===== src/rtl/multicycle_ctrl.sv =====
// Multicycle MIPS sequencer. Each instruction moves through
// FETCH/DECODE/EXEC/MEM/WB. The FSM drives the datapath write enables and
// mux selects, and it stalls on the shared-memory ready handshake. It halts
// permanently on an illegal instruction or on a memory wait that runs too long.
module multicycle_ctrl #(
    parameter int MEM_TIMEOUT = 16
) (
    input  logic        clk,
    input  logic        reset,
    input  logic [31:0] instr,
    input  logic        alu_zero,
    input  logic        mem_ready,
    output logic        pc_write,
    output logic [1:0]  pc_src,
    output logic        ir_write,
    output logic        i_or_d,
    output logic        mem_read,
    output logic        mem_write,
    output logic        reg_write,
    output logic        reg_res,
    output logic        mem_to_reg,
    output logic        ALU_src,
    output logic [5:0]  ALU_ctrl,
    output logic [2:0]  state,
    output logic        illegal,
    output logic        timeout
);

    typedef enum logic [2:0] {
        S_FETCH  = 3'd0,
        S_DECODE = 3'd1,
        S_EXEC   = 3'd2,
        S_MEM    = 3'd3,
        S_WB     = 3'd4,
        S_HALT   = 3'd7
    } state_t;

    localparam logic [5:0] OP_RTYPE = 6'h00;
    localparam logic [5:0] OP_J     = 6'h02;
    localparam logic [5:0] OP_BEQ   = 6'h04;
    localparam logic [5:0] OP_BNE   = 6'h05;
    localparam logic [5:0] OP_ADDI  = 6'h08;
    localparam logic [5:0] OP_LW    = 6'h23;
    localparam logic [5:0] OP_SW    = 6'h2B;
    localparam logic [5:0] FN_ADD   = 6'h20;
    localparam logic [5:0] FN_SUB   = 6'h22;
    localparam logic [5:0] FN_AND   = 6'h24;
    localparam logic [5:0] FN_OR    = 6'h25;
    localparam logic [5:0] FN_SLT   = 6'h2A;

    // The wait counter value at which the current wait cycle is the last one allowed.
    localparam logic [7:0] WAIT_LIMIT = 8'(MEM_TIMEOUT - 1);

    // Returns 1 when the R-type funct field is one of the supported ALU operations.
    function automatic logic funct_legal(input logic [5:0] f);
        logic ok;
        case (f)
            FN_ADD, FN_SUB, FN_AND, FN_OR, FN_SLT: ok = 1'b1;
            default:                               ok = 1'b0;
        endcase
        return ok;
    endfunction

    state_t      state_r;
    state_t      state_nxt_s;
    logic [7:0]  wait_cnt_r;
    logic [7:0]  wait_cnt_nxt_s;
    logic        illegal_r;
    logic        timeout_r;
    logic        set_illegal_s;
    logic        set_timeout_s;
    logic        wait_limit_s;

    logic [5:0]  opcode_s;
    logic [5:0]  funct_s;
    logic        is_nop_s;
    logic        is_r_s;
    logic        is_addi_s;
    logic        is_lw_s;
    logic        is_sw_s;
    logic        is_beq_s;
    logic        is_bne_s;
    logic        is_j_s;
    logic        is_legal_s;

    logic        pc_write_s;
    logic [1:0]  pc_src_s;
    logic        ir_write_s;
    logic        i_or_d_s;
    logic        mem_read_s;
    logic        mem_write_s;
    logic        reg_write_s;
    logic        reg_res_s;
    logic        mem_to_reg_s;
    logic        alu_src_s;
    logic [5:0]  alu_ctrl_s;

    assign opcode_s     = instr[31:26];
    assign funct_s      = instr[5:0];
    assign wait_limit_s = (wait_cnt_r == WAIT_LIMIT);

    // Decode the instruction register into one-hot instruction classes.
    always_comb begin
        is_nop_s   = (instr == 32'd0);
        is_r_s     = (opcode_s == OP_RTYPE) && funct_legal(funct_s);
        is_addi_s  = (opcode_s == OP_ADDI);
        is_lw_s    = (opcode_s == OP_LW);
        is_sw_s    = (opcode_s == OP_SW);
        is_beq_s   = (opcode_s == OP_BEQ);
        is_bne_s   = (opcode_s == OP_BNE);
        is_j_s     = (opcode_s == OP_J);
        is_legal_s = is_nop_s | is_r_s | is_addi_s | is_lw_s | is_sw_s
                   | is_beq_s | is_bne_s | is_j_s;
    end

    // ALU operand and operation: set up in EXEC and held through MEM and WB so ALU_out stays valid.
    always_comb begin
        alu_src_s  = 1'b0;
        alu_ctrl_s = 6'h00;
        if ((state_r == S_EXEC) || (state_r == S_MEM) || (state_r == S_WB)) begin
            if (is_r_s) begin
                alu_src_s  = 1'b0;
                alu_ctrl_s = funct_s;
            end else if (is_addi_s || is_lw_s || is_sw_s) begin
                alu_src_s  = 1'b1;
                alu_ctrl_s = FN_ADD;
            end else if (is_beq_s || is_bne_s) begin
                alu_src_s  = 1'b0;
                alu_ctrl_s = FN_SUB;
            end else begin
                alu_src_s  = 1'b0;
                alu_ctrl_s = 6'h00;
            end
        end else begin
            alu_src_s  = 1'b0;
            alu_ctrl_s = 6'h00;
        end
    end

    // Next-state, strobe and wait-counter logic for the instruction sequencer.
    always_comb begin
        state_nxt_s    = state_r;
        wait_cnt_nxt_s = wait_cnt_r;
        set_illegal_s  = 1'b0;
        set_timeout_s  = 1'b0;
        pc_write_s     = 1'b0;
        pc_src_s       = 2'd0;
        ir_write_s     = 1'b0;
        i_or_d_s       = 1'b0;
        mem_read_s     = 1'b0;
        mem_write_s    = 1'b0;
        reg_write_s    = 1'b0;
        reg_res_s      = 1'b0;
        mem_to_reg_s   = 1'b0;
        case (state_r)
            S_FETCH: begin
                i_or_d_s   = 1'b0;
                mem_read_s = 1'b1;
                if (mem_ready) begin
                    // A ready on the limit cycle still completes the fetch.
                    ir_write_s  = 1'b1;
                    pc_write_s  = 1'b1;
                    pc_src_s    = 2'd0;
                    state_nxt_s = S_DECODE;
                end else if (wait_limit_s) begin
                    set_timeout_s = 1'b1;
                    state_nxt_s   = S_HALT;
                end else begin
                    wait_cnt_nxt_s = wait_cnt_r + 8'd1;
                end
            end
            S_DECODE: begin
                if (is_nop_s) begin
                    state_nxt_s    = S_FETCH;
                    wait_cnt_nxt_s = 8'd0;
                end else if (!is_legal_s) begin
                    set_illegal_s = 1'b1;
                    state_nxt_s   = S_HALT;
                end else if (is_j_s) begin
                    pc_write_s     = 1'b1;
                    pc_src_s       = 2'd2;
                    state_nxt_s    = S_FETCH;
                    wait_cnt_nxt_s = 8'd0;
                end else begin
                    state_nxt_s = S_EXEC;
                end
            end
            S_EXEC: begin
                if (is_r_s || is_addi_s) begin
                    state_nxt_s = S_WB;
                end else if (is_lw_s || is_sw_s) begin
                    state_nxt_s    = S_MEM;
                    wait_cnt_nxt_s = 8'd0;
                end else if (is_beq_s || is_bne_s) begin
                    pc_src_s       = 2'd1;
                    pc_write_s     = is_beq_s ? alu_zero : ~alu_zero;
                    state_nxt_s    = S_FETCH;
                    wait_cnt_nxt_s = 8'd0;
                end else begin
                    // Only reachable if the IR changed under the FSM; treat it as illegal.
                    set_illegal_s = 1'b1;
                    state_nxt_s   = S_HALT;
                end
            end
            S_MEM: begin
                i_or_d_s    = 1'b1;
                mem_read_s  = is_lw_s;
                mem_write_s = is_sw_s;
                if (mem_ready) begin
                    state_nxt_s    = is_lw_s ? S_WB : S_FETCH;
                    wait_cnt_nxt_s = 8'd0;
                end else if (wait_limit_s) begin
                    set_timeout_s = 1'b1;
                    state_nxt_s   = S_HALT;
                end else begin
                    wait_cnt_nxt_s = wait_cnt_r + 8'd1;
                end
            end
            S_WB: begin
                reg_write_s    = 1'b1;
                reg_res_s      = is_r_s;
                mem_to_reg_s   = is_lw_s;
                state_nxt_s    = S_FETCH;
                wait_cnt_nxt_s = 8'd0;
            end
            S_HALT: begin
                state_nxt_s = S_HALT;
            end
            default: begin
                state_nxt_s = S_HALT;
            end
        endcase
    end

    // State, wait counter and sticky error flags; only reset clears the flags.
    always_ff @(posedge clk or negedge reset) begin
        if (!reset) begin
            state_r    <= S_FETCH;
            wait_cnt_r <= 8'd0;
            illegal_r  <= 1'b0;
            timeout_r  <= 1'b0;
        end else begin
            state_r    <= state_nxt_s;
            wait_cnt_r <= wait_cnt_nxt_s;
            if (set_illegal_s) begin
                illegal_r <= 1'b1;
            end else begin
                illegal_r <= illegal_r;
            end
            if (set_timeout_s) begin
                timeout_r <= 1'b1;
            end else begin
                timeout_r <= timeout_r;
            end
        end
    end

    // Drive outputs; while reset is low every strobe and select is forced to 0 immediately.
    always_comb begin
        if (!reset) begin
            pc_write   = 1'b0;
            pc_src     = 2'd0;
            ir_write   = 1'b0;
            i_or_d     = 1'b0;
            mem_read   = 1'b0;
            mem_write  = 1'b0;
            reg_write  = 1'b0;
            reg_res    = 1'b0;
            mem_to_reg = 1'b0;
            ALU_src    = 1'b0;
            ALU_ctrl   = 6'h00;
        end else begin
            pc_write   = pc_write_s;
            pc_src     = pc_src_s;
            ir_write   = ir_write_s;
            i_or_d     = i_or_d_s;
            mem_read   = mem_read_s;
            mem_write  = mem_write_s;
            reg_write  = reg_write_s;
            reg_res    = reg_res_s;
            mem_to_reg = mem_to_reg_s;
            ALU_src    = alu_src_s;
            ALU_ctrl   = alu_ctrl_s;
        end
    end

    assign state   = state_r;
    assign illegal = illegal_r;
    assign timeout = timeout_r;

endmodule


===== config.mk =====
export PLATFORM = sky130hd
export DESIGN_NAME = multicycle_ctrl
export DESIGN_NICKNAME = d
export VERILOG_FILES = /design/src/rtl/multicycle_ctrl.sv
export SDC_FILE = /design/constraint.sdc
export NUM_CORES = 1
export LEC_CHECK = 0
export ABC_AREA = 1
export CORE_AREA = 2 2 61 63
export DETAILED_ROUTE_END_ITERATION = 10
export DIE_AREA = 0 0 63 65
export PLACE_DENSITY = 0.79
export SLEW_MARGIN = 20
export SYNTH_ARGS = -nofsm -noshare
export SYNTH_HDL_FRONTEND = slang
export SYNTH_SLANG_ARGS = --single-unit

===== constraint.sdc =====
create_clock -name clk -period 2.05 [get_ports clk]
set_clock_uncertainty 0.05 [all_clocks]
set_input_delay 0.5125 -clock clk [delete_from_list [all_inputs] [get_ports clk]]
set_output_delay 0.5125 -clock clk [all_outputs]
set_load 0.01 [all_outputs]

==> metrics.md <==
| Metric | Value |
|---|---|
| Post-Syn Area | `approximately 0.0014 mm2` |
| Pre-antenna DRT Iters | `5` |
| Final Power | `0.582 mW` |
| Worst-skew pair later-pin latency | `290 ps` |
| Pin count of the biggest net entering global routing | `14` |
| Pleak | `1.40 nW` |
| WS Path Type | `in -> out` |
| Non-filler instance count after layout | `about 430` |
| Die height | `65 um` |
| Worst-path clk slew | `around 80 ps` |
| Max IR drop VDD | `about 0.00028 V` |
| FP Rows | `22` |
| Total number of vias | `2139` |
| Drt drc | `0` |
| Die width | `around 63 um` |
| Placer Congestion | `~0.91` |
| Final hold vios | `0` |
| Share of cells above drive strength 1 | `48.3%` |
| Crit share post-route | `105%` |
| Clock Tree Buf Depth | `2` |
| Unrepaired setup endpoints after global routing | `yes` |
| Clk sinks | `13` |
| Wire per inst | `13.5 um` |
| Core ar. | `0.00350 mm2` |
| Dpl hpwl | `3.85 mm` |
| Area delta synth->final | `81.2%` |
| Post-DRT Antenna Nets | `0` |
| Failing checks | `setup timing` |
| Fmax | `463 MHz` |
| Hold WC Path Type | `in -> async` |
| Maxcap violations | `0` |
| Vias per inst | `about 5.0` |
| Critical Path RT | `around 1500 ps` |
| Iter 0 DRT Violations | `~110` |
| Post-Synthesis Cells | `around 260` |
| Placed Instances | `approximately 400` |
| Seq/Total Area, Yosys | `roughly 22%` |
| PortBufs | `56` |
| Total global-route track usage | `a little over a quarter` |
| Total Wirelength | `between 5 and 6 mm` |
| Root buf cell | `clkbuf_4` |
| Vias in the first global route | `2006` |
| R2R cell count | `17` |
| Post-route worst setup slack | `-108 ps` |
| Die footprint | `between 0.004 and 0.005 mm2` |
| Initial antenna violation count | `0` |
| PD cells | `222 mW/mm2` |
| Crit path launch type | `primary input` |
| Io pins | `58` |
| Final Max Tran Viols | `0` |
| CTS tree | `yes` |
| Synth Warn # | `0` |
| #FFs+latches synth | `13` |
| Syn_area_per_cell | `between 5 and 6 um2` |
| CP max FO | `6` |
| First-pass GRT wire length | `8.91 mm` |
| Crit. End Element | `output pin` |
| Min Tclk post-route | `approximately 2200 ps` |
| Congestion Overflow GR | `0` |
| CTS H-Tree Depth | `1` |
| Final setup fails | `9` |
| Fin nets | `419` |
| Unique masters post-synth | `29` |
| # diodes | `0` |
| Mapped Nets | `around 290` |
| Num CTS Buffers | `3` |
| Outcome | `complete, but fails checks` |
| Initial Utilization | `just over 40%` |
| Worst EP arrival | `1600 ps` |
## sequential cells by signal, indices dropped and copies added (netlist names)
register and flops:
illegal 1, state 3, wait_cnt_r 8, timeout 1
## through the flow
| stage | hold slack, ps | worst slack [ps] | instance area (um2) | setup TNS, ps | util [%] |
|---|---|---|---|---|---|
| 2_1_floorplan | 167 | 140 | 1450 | 0 | - |
| 3_3_place_gp | 410 | -852 | 2390 | -13680 | 68.3 |
| 3_5_place_dp | 416 | -873 | 2390 | -14070 | 68.3 |
| 4_1_cts | 292 | -38.3 | 2470 | -58.8 | 70.6 |
| 5_1_grt | 289 | -175 | 2620 | -1480 | 75.1 |
| 6_report | 279 | -108 | 2620 | -676 | 75.1 |
## cells in the final DEF, fill, tap and decap left out, types with 2 or more instances in the layout
cell type,Yosys,final
nand3_2,1,4
nand3_4,2,2
clkbuf_2,0,6
nand4_1,17,17
nor2_4,2,10
nor2_2,2,11
buf_2,1,25
nand2_1,76,65
nand2_2,2,11
nor3_2,0,5
dlygate4sd2_1,0,2
dfrtp_1,13,12
xnor2_1,2,2
nor2_1,43,26
clkdlybuf4s50_1,0,5
nand3_1,21,18
nand2_4,0,2
o21ai_0,3,3
inv_4,0,4
inv_2,3,16
clkdlybuf4s15_1,0,8
buf_6,0,8
buf_4,2,68
clkbuf_4,0,3
nor3_1,7,2
inv_1,45,28
a21oi_2,0,4
## per-layer routing
layer / global-route usage (%) / vias up / part of all wire (%)
li1: - / 1051 / -
met1: 33.4 / 985 / 41
met2: 49.1 / 82 / 51
met3: 3.47 / 21 / 5.5
met4: 7.50 / 0 / 2.9
met5: 0 / - / 0
## repair_timing
action	CTS	global route
hold buffers	0	0
resized for setup	200	55
pin swaps	45	31
setup buffers	13	9
endpoints found under the hold margin	0	0
gates cloned	0	0
endpoints found under the setup margin	16	16
## cell families after synthesis
kind of cell               share of synthesized area [%]
and+or+nand+nor                                     56.1
buffers and inverters                               14.1
DFF                                                 22.5
AOI/OAI and AO/OA                                   4.41
xor gates and xnor gates                            1.82
adders and majority gates                          0.864
other                                              0.259
## worst max-delay path, cell delays in order
cell,delay (ps)
buf_4,130
inv_4,70
nand2_4,70
buf_4,130
nor3_2,160
nand2_2,150
nand2_1,110
nor2_2,50
nor2_1,80
buf_2,130
## where the power goes
part           total (mW)  switching [mW]  internal (mW)
registers           0.256               0          0.256
logic               0.163          0.0789         0.0844
clock network       0.162          0.0867         0.0757
total               0.582           0.166          0.416
## synth_stat cells
cell type	count	area, um2
buf_2	1	5.00
and2_0	1	6.26
inv_1	45	169
xor2_1	1	8.76
dfrtp_1	13	325
nand3_4	2	35.0
a31o_2	1	8.76
o21ai_1	1	5.00
nand2_2	2	12.5
nor3_1	7	35.0
nand3_2	1	10.0
o31ai_1	1	7.51
nor2_2	2	12.5
xnor2_1	2	17.5
o211ai_1	1	7.51
nor2_4	2	22.5
nand4_1	17	106
nand2b_4	1	13.8
nor4_1	1	6.26
clkinv_1	1	3.75
nand3_1	21	105
ha_1	1	12.5
nand2_1	76	285
buf_4	2	15.0
inv_2	3	11.3
conb_1	1	3.75
a21oi_1	4	20.0
nor2_1	43	161
o21ai_0	3	15.0
## worst paths after layout
check | start | end | slack, ps
max in group asynchronous | reset | state[1]$_DFF_PN0_ | 1490
setup reg to reg | state[0]$_DFF_PN0_ | state[2]$_DFF_PN0_ | -50
setup / recovery | instr[30] | ALU_ctrl[5] | -110
hold reg to reg | timeout$_DFFE_PN0P_ | timeout$_DFFE_PN0P_ | 440
hold / removal | reset | wait_cnt_r[7]$_DFFE_PN0P_ | 280
min in group clk | timeout$_DFFE_PN0P_ | timeout$_DFFE_PN0P_ | 440
## area by class of cell
class,instances,area [um2]
multi-input combinational,192,1100
timing repair buffer,123,916
fill,265,872
sequential,13,327
inverter,49,195
tap,48,60.1
clock buffer,4,26.3
(Power assumes the default switching activity.)
